### src/rtl/reindeer_fetch_queue_pkg.sv
// Shared widths, FSM encoding and queue entry layout for the fetch queue.
package reindeer_fetch_queue_pkg;

  localparam int XLEN        = 32;
  localparam int PC_BITWIDTH = 32;

  typedef enum logic {
    ST_IDLE = 1'b0,
    ST_RUN  = 1'b1
  } fq_state_t;

  typedef struct packed {
    logic [PC_BITWIDTH-1:0] pc;
    logic [XLEN-1:0]        ir;
  } fq_entry_t;

endpackage

### src/rtl/reindeer_fetch_queue_fifo.sv
// Circular instruction buffer; a write is visible at the head the next cycle.
// Push and pop together are legal even when full; flush drops contents, clear also zeroes storage.
module reindeer_fetch_queue_fifo #(
  parameter int DEPTH = 4,
  parameter int WIDTH = 64
) (
  input  logic                     clk,
  input  logic                     reset_n,
  input  logic                     clear,
  input  logic                     flush,
  input  logic                     push,
  input  logic [WIDTH-1:0]         push_data,
  input  logic                     pop,
  output logic [WIDTH-1:0]         head,
  output logic [$clog2(DEPTH):0]   level
);
  localparam int PTR_W = $clog2(DEPTH);

  logic [WIDTH-1:0] mem [DEPTH];
  logic [PTR_W-1:0] wr_ptr;
  logic [PTR_W-1:0] rd_ptr;
  logic             full;

  assign full = (level == (PTR_W+1)'(DEPTH));
  assign head = mem[rd_ptr];

  always_ff @(posedge clk or negedge reset_n) begin
    if (!reset_n) begin
      wr_ptr <= '0;
      rd_ptr <= '0;
      level  <= '0;
      for (int i = 0; i < DEPTH; i++) mem[i] <= '0;
    end else if (clear) begin
      wr_ptr <= '0;
      rd_ptr <= '0;
      level  <= '0;
      for (int i = 0; i < DEPTH; i++) mem[i] <= '0;
    end else if (flush) begin
      wr_ptr <= '0;
      rd_ptr <= '0;
      level  <= '0;
    end else begin
      // When full, the pop frees the head slot in the same edge the write lands in it.
      if (push) begin
        mem[wr_ptr] <= push_data;
        wr_ptr      <= wr_ptr + PTR_W'(1);
      end
      if (pop) rd_ptr <= rd_ptr + PTR_W'(1);
      if (push && !pop) level <= level + (PTR_W+1)'(1);
      else if (pop && !push) level <= level - (PTR_W+1)'(1);
    end
  end

  no_overflow: assert property (@(posedge clk) disable iff (!reset_n || clear || flush)
                                !(push && full && !pop));

endmodule

### src/rtl/reindeer_fetch_queue.sv
// Fetch queue: issues sequential fetch requests under a credit limit, discards stale returns
// after a redirect, and presents buffered words to decode one cycle after return (stalls on issue_ready).
module reindeer_fetch_queue
  import reindeer_fetch_queue_pkg::*;
#(
  parameter int DEPTH           = 4,
  parameter int MAX_OUTSTANDING = 2
) (
  input  logic                     clk,
  input  logic                     reset_n,
  input  logic                     sync_reset,
  input  logic                     redirect_req,
  input  logic [PC_BITWIDTH-1:0]   redirect_addr,
  output logic                     fetch_init,
  output logic [PC_BITWIDTH-1:0]   start_addr,
  output logic                     fetch_next,
  input  logic                     fetch_enable_in,
  input  logic [XLEN-1:0]          IR_in,
  input  logic [PC_BITWIDTH-1:0]   PC_in,
  output logic                     issue_valid,
  output logic [XLEN-1:0]          issue_IR,
  output logic [PC_BITWIDTH-1:0]   issue_PC,
  input  logic                     issue_ready,
  output logic [$clog2(DEPTH):0]   queue_level
);
  localparam int CNT_W = $clog2(DEPTH + MAX_OUTSTANDING + 1) + 2;

  fq_state_t        state, state_nxt;
  logic [CNT_W-1:0] outstanding, outstanding_nxt;
  logic [CNT_W-1:0] discard, discard_nxt;
  logic             fetch_next_nxt;
  logic             issued;
  logic             ret_counted;
  logic             push;
  logic             pop;
  fq_entry_t        push_entry;
  fq_entry_t        head_entry;

  assign issued          = fetch_init | fetch_next;
  assign ret_counted     = fetch_enable_in && (state == ST_RUN) && (outstanding != '0);
  assign pop             = issue_valid & issue_ready;
  assign push_entry.pc   = PC_in;
  assign push_entry.ir   = IR_in;
  assign issue_valid     = (queue_level != '0);
  assign issue_PC        = head_entry.pc;
  assign issue_IR        = head_entry.ir;

  always_comb begin
    state_nxt       = state;
    outstanding_nxt = outstanding;
    discard_nxt     = discard;
    fetch_next_nxt  = 1'b0;
    push            = 1'b0;

    if (issued && !ret_counted && (outstanding != '1))
      outstanding_nxt = outstanding + CNT_W'(1);
    else if (!issued && ret_counted)
      outstanding_nxt = outstanding - CNT_W'(1);

    if (redirect_req) begin
      // Everything still in flight after this cycle belongs to the old path.
      state_nxt   = ST_RUN;
      discard_nxt = outstanding_nxt;
    end else if (state == ST_RUN) begin
      if (fetch_enable_in) begin
        if (discard != '0) discard_nxt = discard - CNT_W'(1);
        else               push        = 1'b1;
      end
      fetch_next_nxt = !issued
                    && (int'(queue_level) + int'(outstanding) < DEPTH)
                    && (int'(outstanding) < MAX_OUTSTANDING);
    end
  end

  always_ff @(posedge clk or negedge reset_n) begin
    if (!reset_n) begin
      state       <= ST_IDLE;
      outstanding <= '0;
      discard     <= '0;
      fetch_init  <= 1'b0;
      fetch_next  <= 1'b0;
      start_addr  <= '0;
    end else if (sync_reset) begin
      state       <= ST_IDLE;
      outstanding <= '0;
      discard     <= '0;
      fetch_init  <= 1'b0;
      fetch_next  <= 1'b0;
      start_addr  <= '0;
    end else begin
      state       <= state_nxt;
      outstanding <= outstanding_nxt;
      discard     <= discard_nxt;
      fetch_init  <= redirect_req;
      fetch_next  <= fetch_next_nxt;
      if (redirect_req) start_addr <= redirect_addr;
    end
  end

  reindeer_fetch_queue_fifo #(
    .DEPTH (DEPTH),
    .WIDTH (PC_BITWIDTH + XLEN)
  ) u_fifo (
    .clk       (clk),
    .reset_n   (reset_n),
    .clear     (sync_reset),
    .flush     (redirect_req),
    .push      (push),
    .push_data (push_entry),
    .pop       (pop),
    .head      (head_entry),
    .level     (queue_level)
  );

endmodule

### config.mk
export PLATFORM = sky130hd
export DESIGN_NAME = reindeer_fetch_queue
export DESIGN_NICKNAME = d
export VERILOG_FILES = /design/src/rtl/reindeer_fetch_queue_pkg.sv /design/src/rtl/reindeer_fetch_queue_fifo.sv /design/src/rtl/reindeer_fetch_queue.sv
export SDC_FILE = /design/constraint.sdc
export NUM_CORES = 1
export LEC_CHECK = 0
export CAP_MARGIN = 20
export CORE_MARGIN = 8
export CORE_UTILIZATION = 55
export DETAILED_ROUTE_END_ITERATION = 10
export GPL_TIMING_DRIVEN = 0
export PLACE_DENSITY = 0.92
export SYNTH_ARGS = -nofsm -noshare
export SYNTH_HDL_FRONTEND = slang
export SYNTH_SLANG_ARGS = --single-unit
### constraint.sdc
create_clock -name clk -period 3.11 [get_ports clk]
set_input_delay 0.622 -clock clk [delete_from_list [all_inputs] [get_ports clk]]
set_output_delay 0.622 -clock clk [all_outputs]
set_load 0.1 [all_outputs]
======== Word-level counts from Yosys, hierarchy flattened ========
Cells that the tools add are included.
operators by class
  add/sub/neg operators ................... 8
  order comparisons ....................... 5
  equal/unequal tests ..................... 2
  muxes and demuxes ....................... 39
  bitwise logic cells ..................... 4
  reductions and logical operators ........ 27
operators by type and width
  kind                   count
  $mux W256              3
  $bwmux W256            1
  $mux W64               3
  $bmux W64 S2           1
  $demux W64 S2          1
  $mux W32               2
  $mux W5                8
  $reduce_bool A3 Y1     6
  $mux W2                6
  $mux W3                4
  $logic_and A1 B1 Y1    10
  $mux W1                10
  $reduce_bool A5 Y1     2
  $sub A5 B1 Y5 const B  2
  $add A3 B5 Y6          1
  $ge A3 B3 Y1 const B   2
  $lt A6 B3 Y1 const B   1
  $not A2 Y3             2
  $add A5 B1 Y5 const B  1
  $lt A5 B2 Y1 const B   1
  $ne A5 B5 Y1 const B   1
  $add A2 B1 Y2 const B  2
  $logic_not A1 Y1       4
  $reduce_bool A2 Y1     2
  other kinds (9)        9
word-level totals
  register bits ........................... 308
  input bits .............................. 102
  output and inout port bits .............. 102
  logic and storage cells ................. 98

======== Longest topological paths before layout ========
  word-level depth ........................ 11
  depth in mapped cells ................... 11
  gate-level depth less buffers ........... 9

======== Hierarchy ========
A second synthesis with hierarchy kept.
unflattened totals
  cells, all modules ...................... 1,445
  area, all modules ....................... 14,361.3 um^2
by module, submodules not included
  module                     times used  cells each  area each (um^2)  seq. area each (um^2)
  reindeer_fetch_queue_fifo  1           1,234       12,097.9          6,581.3
  reindeer_fetch_queue       1           211         2,263.4           1,126.1

======== Worst setup path after synthesis ========
No wires, ideal clock.
  kind .................................... reg2reg
  start ................................... register u_fifo.level[1]
  end ..................................... register u_fifo.level[2]
  setup time .............................. 0.078 ns
  arrival ................................. 3.199 ns
  required time ........................... 3.032 ns
  setup slack ............................. -0.167 ns
  stages on the path, launching flop included .. 8
  path buffers ............................ 0
  clock period less this slack ............ 3.277 ns
  cells stage by stage .................... dfrtp_1 > or3_1 > nand2_1 > ha_1 > fa_1 > xnor2_1 > or3_1 > a21oi_1
on the way
  cells in the longest elaborated chain, start to end .. 7
  elaborated cells between the ends (all ways) .. 12
  those cells by class .................... add/sub: 2; mux: 4; bitwise: 1; reduce/logical: 5
RTL lines
  item                      RTL line                         source
  start: declaration        reindeer_fetch_queue_fifo.sv:15  output logic [$clog2(DEPTH):0] level
  start signal: assignment  reindeer_fetch_queue_fifo.sv:49  if (push && !pop) level <= level + (PTR_W+1)'(1);
  start signal: assignment  reindeer_fetch_queue_fifo.sv:50  else if (pop && !push) level <= level - (PTR_W+1)'(1);
  $reduce_bool A3 Y1 *      reindeer_fetch_queue.sv:44       assign issue_valid = (queue_level != '0);
  net issue_valid           reindeer_fetch_queue.sv:20       output logic issue_valid,
  $and A1 B1 Y1 *           reindeer_fetch_queue.sv:41       assign pop = issue_valid & issue_ready;
  $logic_not A1 Y1          reindeer_fetch_queue_fifo.sv:49
  $logic_and A1 B1 Y1       reindeer_fetch_queue_fifo.sv:49
  $mux W3                   reindeer_fetch_queue_fifo.sv:49
  $mux W3                   reindeer_fetch_queue_fifo.sv:38  end else if (flush) begin
  $mux W3                   reindeer_fetch_queue_fifo.sv:33  end else if (clear) begin
The timed path passes the listed nets; every way through them passes the cells marked *. The select of a mux whose other input is x is not followed.
A chain may end at the register's enable or synchronous reset.

======== Final worst setup path ========
  start ................................... register u_fifo.rd_ptr[1]
  end ..................................... output port issue_PC[6]
on the way
  cells in the longest elaborated chain, start to end .. 4
RTL lines
  item                                          RTL line                         source
  start: declaration                            reindeer_fetch_queue_fifo.sv:21  logic [PTR_W-1:0] rd_ptr;
  start signal: assignment                      reindeer_fetch_queue_fifo.sv:48  if (pop) rd_ptr <= rd_ptr + PTR_W'(1);
  $not A2 Y3 (not written as such)              reindeer_fetch_queue_fifo.sv:25  assign head = mem[rd_ptr];
  $bmux W64 S2                                  reindeer_fetch_queue_fifo.sv:25
  $mux W64 (not written as such) (2 in series)  reindeer_fetch_queue_fifo.sv:25
  end: declaration                              reindeer_fetch_queue.sv:22       output logic [PC_BITWIDTH-1:0] issue_PC,
No other way between the ends. The select of a mux whose other input is x is not followed.

==> flow_summary.html <==
<table>
<tr><th>Metric</th><th>Value</th></tr>
<tr><th colspan="2">Clock tree</th></tr>
<tr><td># H-tree levels</td><td>2</td></tr>
<tr><td>PostCTS Resize Cnt</td><td>approximately 280</td></tr>
<tr><td>Number of buffers added to fix hold violations after cts</td><td>0</td></tr>
<tr><td>Root buffer cell</td><td>sky130_fd_sc_hd__clkbuf_16</td></tr>
<tr><td>Number of clock buffers inserted by TritonCTS</td><td>35</td></tr>
<tr><td>Setup repair bufs after CTS</td><td>0</td></tr>
<tr><td>CTS clock-pin slew for the worst setup and hold paths</td><td>about 0.060 ns</td></tr>
<tr><td>TritonCTS clock tree</td><td>built</td></tr>
<tr><td>CTS sink count</td><td>between 300 and 400</td></tr>
<tr><td>Clock insertion delay at the later pin of the skew report</td><td>approximately 0.52 ns</td></tr>
<tr><td>CTS max path bufs</td><td>3</td></tr>
<tr><th colspan="2">Global routing</th></tr>
<tr><td>Overall Global Routing Usage</td><td>0.2755</td></tr>
<tr><td>Pin count of the biggest net entering global routing</td><td>approximately 130</td></tr>
<tr><td>Number of global-route vias before repair</td><td>13110</td></tr>
<tr><td>Grt total ovfl</td><td>0</td></tr>
<tr><td>Initial antenna violation count</td><td>4</td></tr>
<tr><td>Global-route wire length before repair</td><td>about 69000 um</td></tr>
<tr><th colspan="2">Floorplanning</th></tr>
<tr><td>Starting Density</td><td>0.5619</td></tr>
<tr><td>Cell Rows</td><td>slightly below 60</td></tr>
<tr><td>Number of primary I/O pins</td><td>~200</td></tr>
<tr><td>Core ar.</td><td>~25000 um2</td></tr>
<tr><td>Floorplan die area</td><td>approximately 31000 um2</td></tr>
<tr><td>Horizontal die dimension</td><td>176.6 um</td></tr>
<tr><td>Die H</td><td>176.6 um</td></tr>
<tr><th colspan="2">Routing</th></tr>
<tr><td>Routed length per instance</td><td>~21 um</td></tr>
<tr><td>1st-iter DRT viols</td><td>1304</td></tr>
<tr><td>Antenna violation net count after detailed routing</td><td>0</td></tr>
<tr><td>Count of vias placed by the detailed router</td><td>approximately 12000</td></tr>
<tr><td>Router iterations before antenna repair</td><td>7</td></tr>
<tr><td>Wirelength, routed</td><td>about 43000 um</td></tr>
<tr><td>Mean number of vias per cell</td><td>a little over 6</td></tr>
<tr><td>DRC viols</td><td>0</td></tr>
<tr><th colspan="2">Job</th></tr>
<tr><td>Max Cap Violations</td><td>0</td></tr>
<tr><th colspan="2">Synth</th></tr>
<tr><td>Post-synth cell types</td><td>48</td></tr>
<tr><td>Synthesized cell area</td><td>~14000 um2</td></tr>
<tr><td>Fraction of the mapped netlist area in simple logic gates</td><td>0.1709</td></tr>
<tr><td>Sequential fraction of the synthesis area</td><td>0.5432</td></tr>
<tr><td>Number of nets in the synthesized netlist</td><td>1558</td></tr>
<tr><td>Count of warnings emitted by yosys</td><td>0</td></tr>
<tr><td>Share of async-settable or async-resettable flops after synthesis</td><td>1.000</td></tr>
<tr><td>Count of flip-flops with a built-in enable after synthesis</td><td>0</td></tr>
<tr><td>Proportion of synthesized area in mux cells</td><td>0.1271</td></tr>
<tr><td>Average footprint of a synthesized cell</td><td>9.834 um2</td></tr>
<tr><td>Total of flip-flops plus latches after synthesis</td><td>roughly 310</td></tr>
<tr><td>Synth Area in Adders</td><td>0.01199</td></tr>
<tr><td>Most instantiated flip-flop cell in the synthesis netlist</td><td>sky130_fd_sc_hd__dfrtp_1</td></tr>
<tr><td>Area fraction in compound gates after synthesis</td><td>0.1060</td></tr>
<tr><td>Post-synthesis cell count</td><td>between 1000 and 1500</td></tr>
<tr><td>Xor and xnor area share after synthesis</td><td>0.003703</td></tr>
<tr><td>Dominant combinational cell family by area after synthesis</td><td>simple AND/OR/NAND/NOR gates</td></tr>
<tr><th colspan="2">Setup path</th></tr>
<tr><td>Largest fanout on the critical path</td><td>10</td></tr>
<tr><td>Setup CP Type</td><td>reg2out</td></tr>
<tr><td>Endpoint kind of the worst setup timing path</td><td>primary output</td></tr>
<tr><td>Arrival time of the worst setup path</td><td>2.43 ns</td></tr>
<tr><td>Req. time, crit path</td><td>between 2 and 2.5 ns</td></tr>
<tr><td>Critical Path Source Type</td><td>register</td></tr>
<tr><th colspan="2">Finish</th></tr>
<tr><td>Number of non-filler instances in the completed layout</td><td>2040</td></tr>
<tr><td>Most common cell after layout, fill and taps aside</td><td>sky130_fd_sc_hd__nand2_1</td></tr>
<tr><td>Layout overhead on the synthesized area</td><td>24.41%</td></tr>
<tr><td>Proportion of layout cells with a drive suffix above 1</td><td>0.1388</td></tr>
<tr><td># nets final</td><td>between 1500 and 2000</td></tr>
<tr><td>Most frequent cells in the layout</td><td>517 x sky130_fd_sc_hd__nand2_1, 308 x sky130_fd_sc_hd__dfrtp_1, 262 x sky130_fd_sc_hd__a21oi_1</td></tr>
<tr><th colspan="2">Timing</th></tr>
<tr><td>Setup repair after global routing missed its margin</td><td>yes</td></tr>
<tr><td>Worst Skew</td><td>0.01701 ns</td></tr>
<tr><td>Worst hold margin</td><td>between 0.08 and 0.09 ns</td></tr>
<tr><td>Hold violation count in the final report</td><td>0</td></tr>
<tr><td>Final critical-path required period</td><td>a little over 3 ns</td></tr>
<tr><td>Max-slew headroom at the worst pin</td><td>0.3154</td></tr>
<tr><td>Highest achievable clock rate</td><td>between 300 and 400 MHz</td></tr>
<tr><td>Actual slew at the worst max-slew pin</td><td>1.024 ns</td></tr>
<tr><td>Setup violators final</td><td>0</td></tr>
<tr><td>Period Utilization, post-route</td><td>0.9818</td></tr>
<tr><td>Least setup slack across all paths after layout</td><td>between 0.05 and 0.06 ns</td></tr>
<tr><td>Max-slew violation total from the final report</td><td>0</td></tr>
<tr><th colspan="2">Placement</th></tr>
<tr><td>Number of buffers added on ports</td><td>approximately 200</td></tr>
<tr><td>Post-Place Setup Slack</td><td>-0.5666 ns</td></tr>
<tr><td>RD Place Congestion</td><td>approximately 0.86</td></tr>
<tr><td>DP HPWL</td><td>between 20000 and 30000 um</td></tr>
<tr><td>Number of instances in the placed design</td><td>about 2000</td></tr>
<tr><th colspan="2">Power</th></tr>
<tr><td>P per Cell Area</td><td>~550 nW/um2</td></tr>
<tr><td>Leakage power</td><td>7.559 nW</td></tr>
<tr><td>Maximum vdd drop</td><td>0.4471 mV</td></tr>
<tr><th colspan="2">Status</th></tr>
<tr><td>Run status</td><td>completed</td></tr>
<tr><th colspan="2">Min path</th></tr>
<tr><td>Class of the tightest hold or removal check</td><td>in2async</td></tr>
</table>
[Yosys cell counts (2+ instances only)]
library cell	instances	share of area
sky130_fd_sc_hd__nor3_1	7	0.0025
sky130_fd_sc_hd__or2_2	2	0.00088
sky130_fd_sc_hd__nor3b_1	2	0.0011
sky130_fd_sc_hd__nor4b_1	2	0.0012
sky130_fd_sc_hd__and3_1	9	0.0040
sky130_fd_sc_hd__mux2_2	2	0.0016
sky130_fd_sc_hd__and2_1	2	0.00088
sky130_fd_sc_hd__or3_1	3	0.0013
sky130_fd_sc_hd__mux2i_1	34	0.024
sky130_fd_sc_hd__ha_1	12	0.011
sky130_fd_sc_hd__a311oi_1	3	0.0019
sky130_fd_sc_hd__nor2b_1	2	0.00088
sky130_fd_sc_hd__nand2_1	517	0.14
sky130_fd_sc_hd__o21ai_0	3	0.0011
sky130_fd_sc_hd__nand4_1	5	0.0022
sky130_fd_sc_hd__inv_1	11	0.0029
sky130_fd_sc_hd__buf_2	30	0.011
sky130_fd_sc_hd__mux4_2	64	0.10
sky130_fd_sc_hd__a21o_1	2	0.0011
sky130_fd_sc_hd__nand3_1	9	0.0032
sky130_fd_sc_hd__xnor2_1	3	0.0019
sky130_fd_sc_hd__clkbuf_1	63	0.017
sky130_fd_sc_hd__buf_4	7	0.0037
sky130_fd_sc_hd__o211ai_1	2	0.0011
sky130_fd_sc_hd__buf_1	8	0.0021
sky130_fd_sc_hd__nor2_1	46	0.012
sky130_fd_sc_hd__a21oi_1	262	0.092
sky130_fd_sc_hd__xor2_1	3	0.0019
sky130_fd_sc_hd__dfrtp_1	308	0.54
sky130_fd_sc_hd__o21bai_1	2	0.0011
[metal layers]
metal	wire length (um)	global-route usage	up-vias
met5	28	0	-
met4	1441	0.09737	4
met3	4434	0.07574	149
met2	21110	0.4569	774
met1	16140	0.3434	6083
li1	-	-	5344
[state kept, by name, indices dropped and copies added, names as in the netlist]
register	cells
discard	5
fetch_init	1
fetch_next	1
outstanding	5
start_addr	32
state	1
u_fifo.level	3
u_fifo.mem	256
u_fifo.rd_ptr	2
u_fifo.wr_ptr	2
[worst max-delay path, stage by stage, from the launching register on]
cell	delay [ns]
sky130_fd_sc_hd__dfrtp_1	0.37
sky130_fd_sc_hd__clkbuf_2	0.35
sky130_fd_sc_hd__clkbuf_2	0.39
sky130_fd_sc_hd__mux4_2	0.33
sky130_fd_sc_hd__buf_2	0.45
[cell type report]
cell class              count  area, um2
clock inverters            14      178.9
diodes                      2      5.005
clock buffers              47       1003
plain buffers             110      518.0
well taps                 330      412.9
inverters                  11      41.29
fillers                  1788       7601
flip-flops and latches    308       7707
repair buffers            204       1829
multi-input cells        1014       5957
[per-stage QoR]
step / setup TNS, ns / power, mW / utilization / instance area [um2]
3_3_place_gp: -3549.53 / 5.417 / 0.6583 / 16630
6_report: 0 / 9.644 / 0.6990 / 17650
4_1_cts: -0.1729 / 9.664 / 0.7015 / 17720
2_1_floorplan: 0 / 4.952 / - / 14190
5_1_grt: -0.005650 / 9.918 / 0.6990 / 17650
3_5_place_dp: -26.55 / 5.456 / 0.6607 / 16690
[worst paths after layout]
| path | startpoint | cells past startpoint | slack, ns | endpoint |
|---|---|---|---|---|
| max in group asynchronous | reset_n | 2 | 2.01 | u_fifo.mem[69]$_DFFE_PN0P_ |
| min in group clk | u_fifo.mem[111]$_DFFE_PN0P_ | 2 | 0.52 | u_fifo.mem[111]$_DFFE_PN0P_ |
| worst max-delay path | u_fifo.rd_ptr[1]$_DFFE_PN0P_ | 4 | 0.06 | issue_PC[6] |
| worst min-delay path | reset_n | 1 | 0.08 | fetch_next$_DFF_PN0_ |
| worst min register to register | u_fifo.mem[111]$_DFFE_PN0P_ | 2 | 0.52 | u_fifo.mem[111]$_DFFE_PN0P_ |
| worst max register to register | discard[0]$_DFFE_PN0P_ | 11 | 0.36 | u_fifo.level[2]$_DFFE_PN0P_ |
[kinds of logic (layout without fill, tap and decap cells)]
| logic type | after synthesis | count (layout) |
|---|---|---|
| compound gates | 284 | 284 |
| xor+xnor | 6 | 6 |
| fa+ha+maj | 13 | 13 |
| buf+inv | 121 | 386 |
| flops | 308 | 308 |
| mux | 100 | 100 |
| other cells | 0 | 2 |
| simple gates | 611 | 611 |
[report_power, final]
group          internal [mW]  switching [mW]
Sequential              4.07          0.0624
Combinational          0.387           0.879
Clock                   2.60            1.64
Total                   7.06            2.59
(Power assumes the default switching activity.)
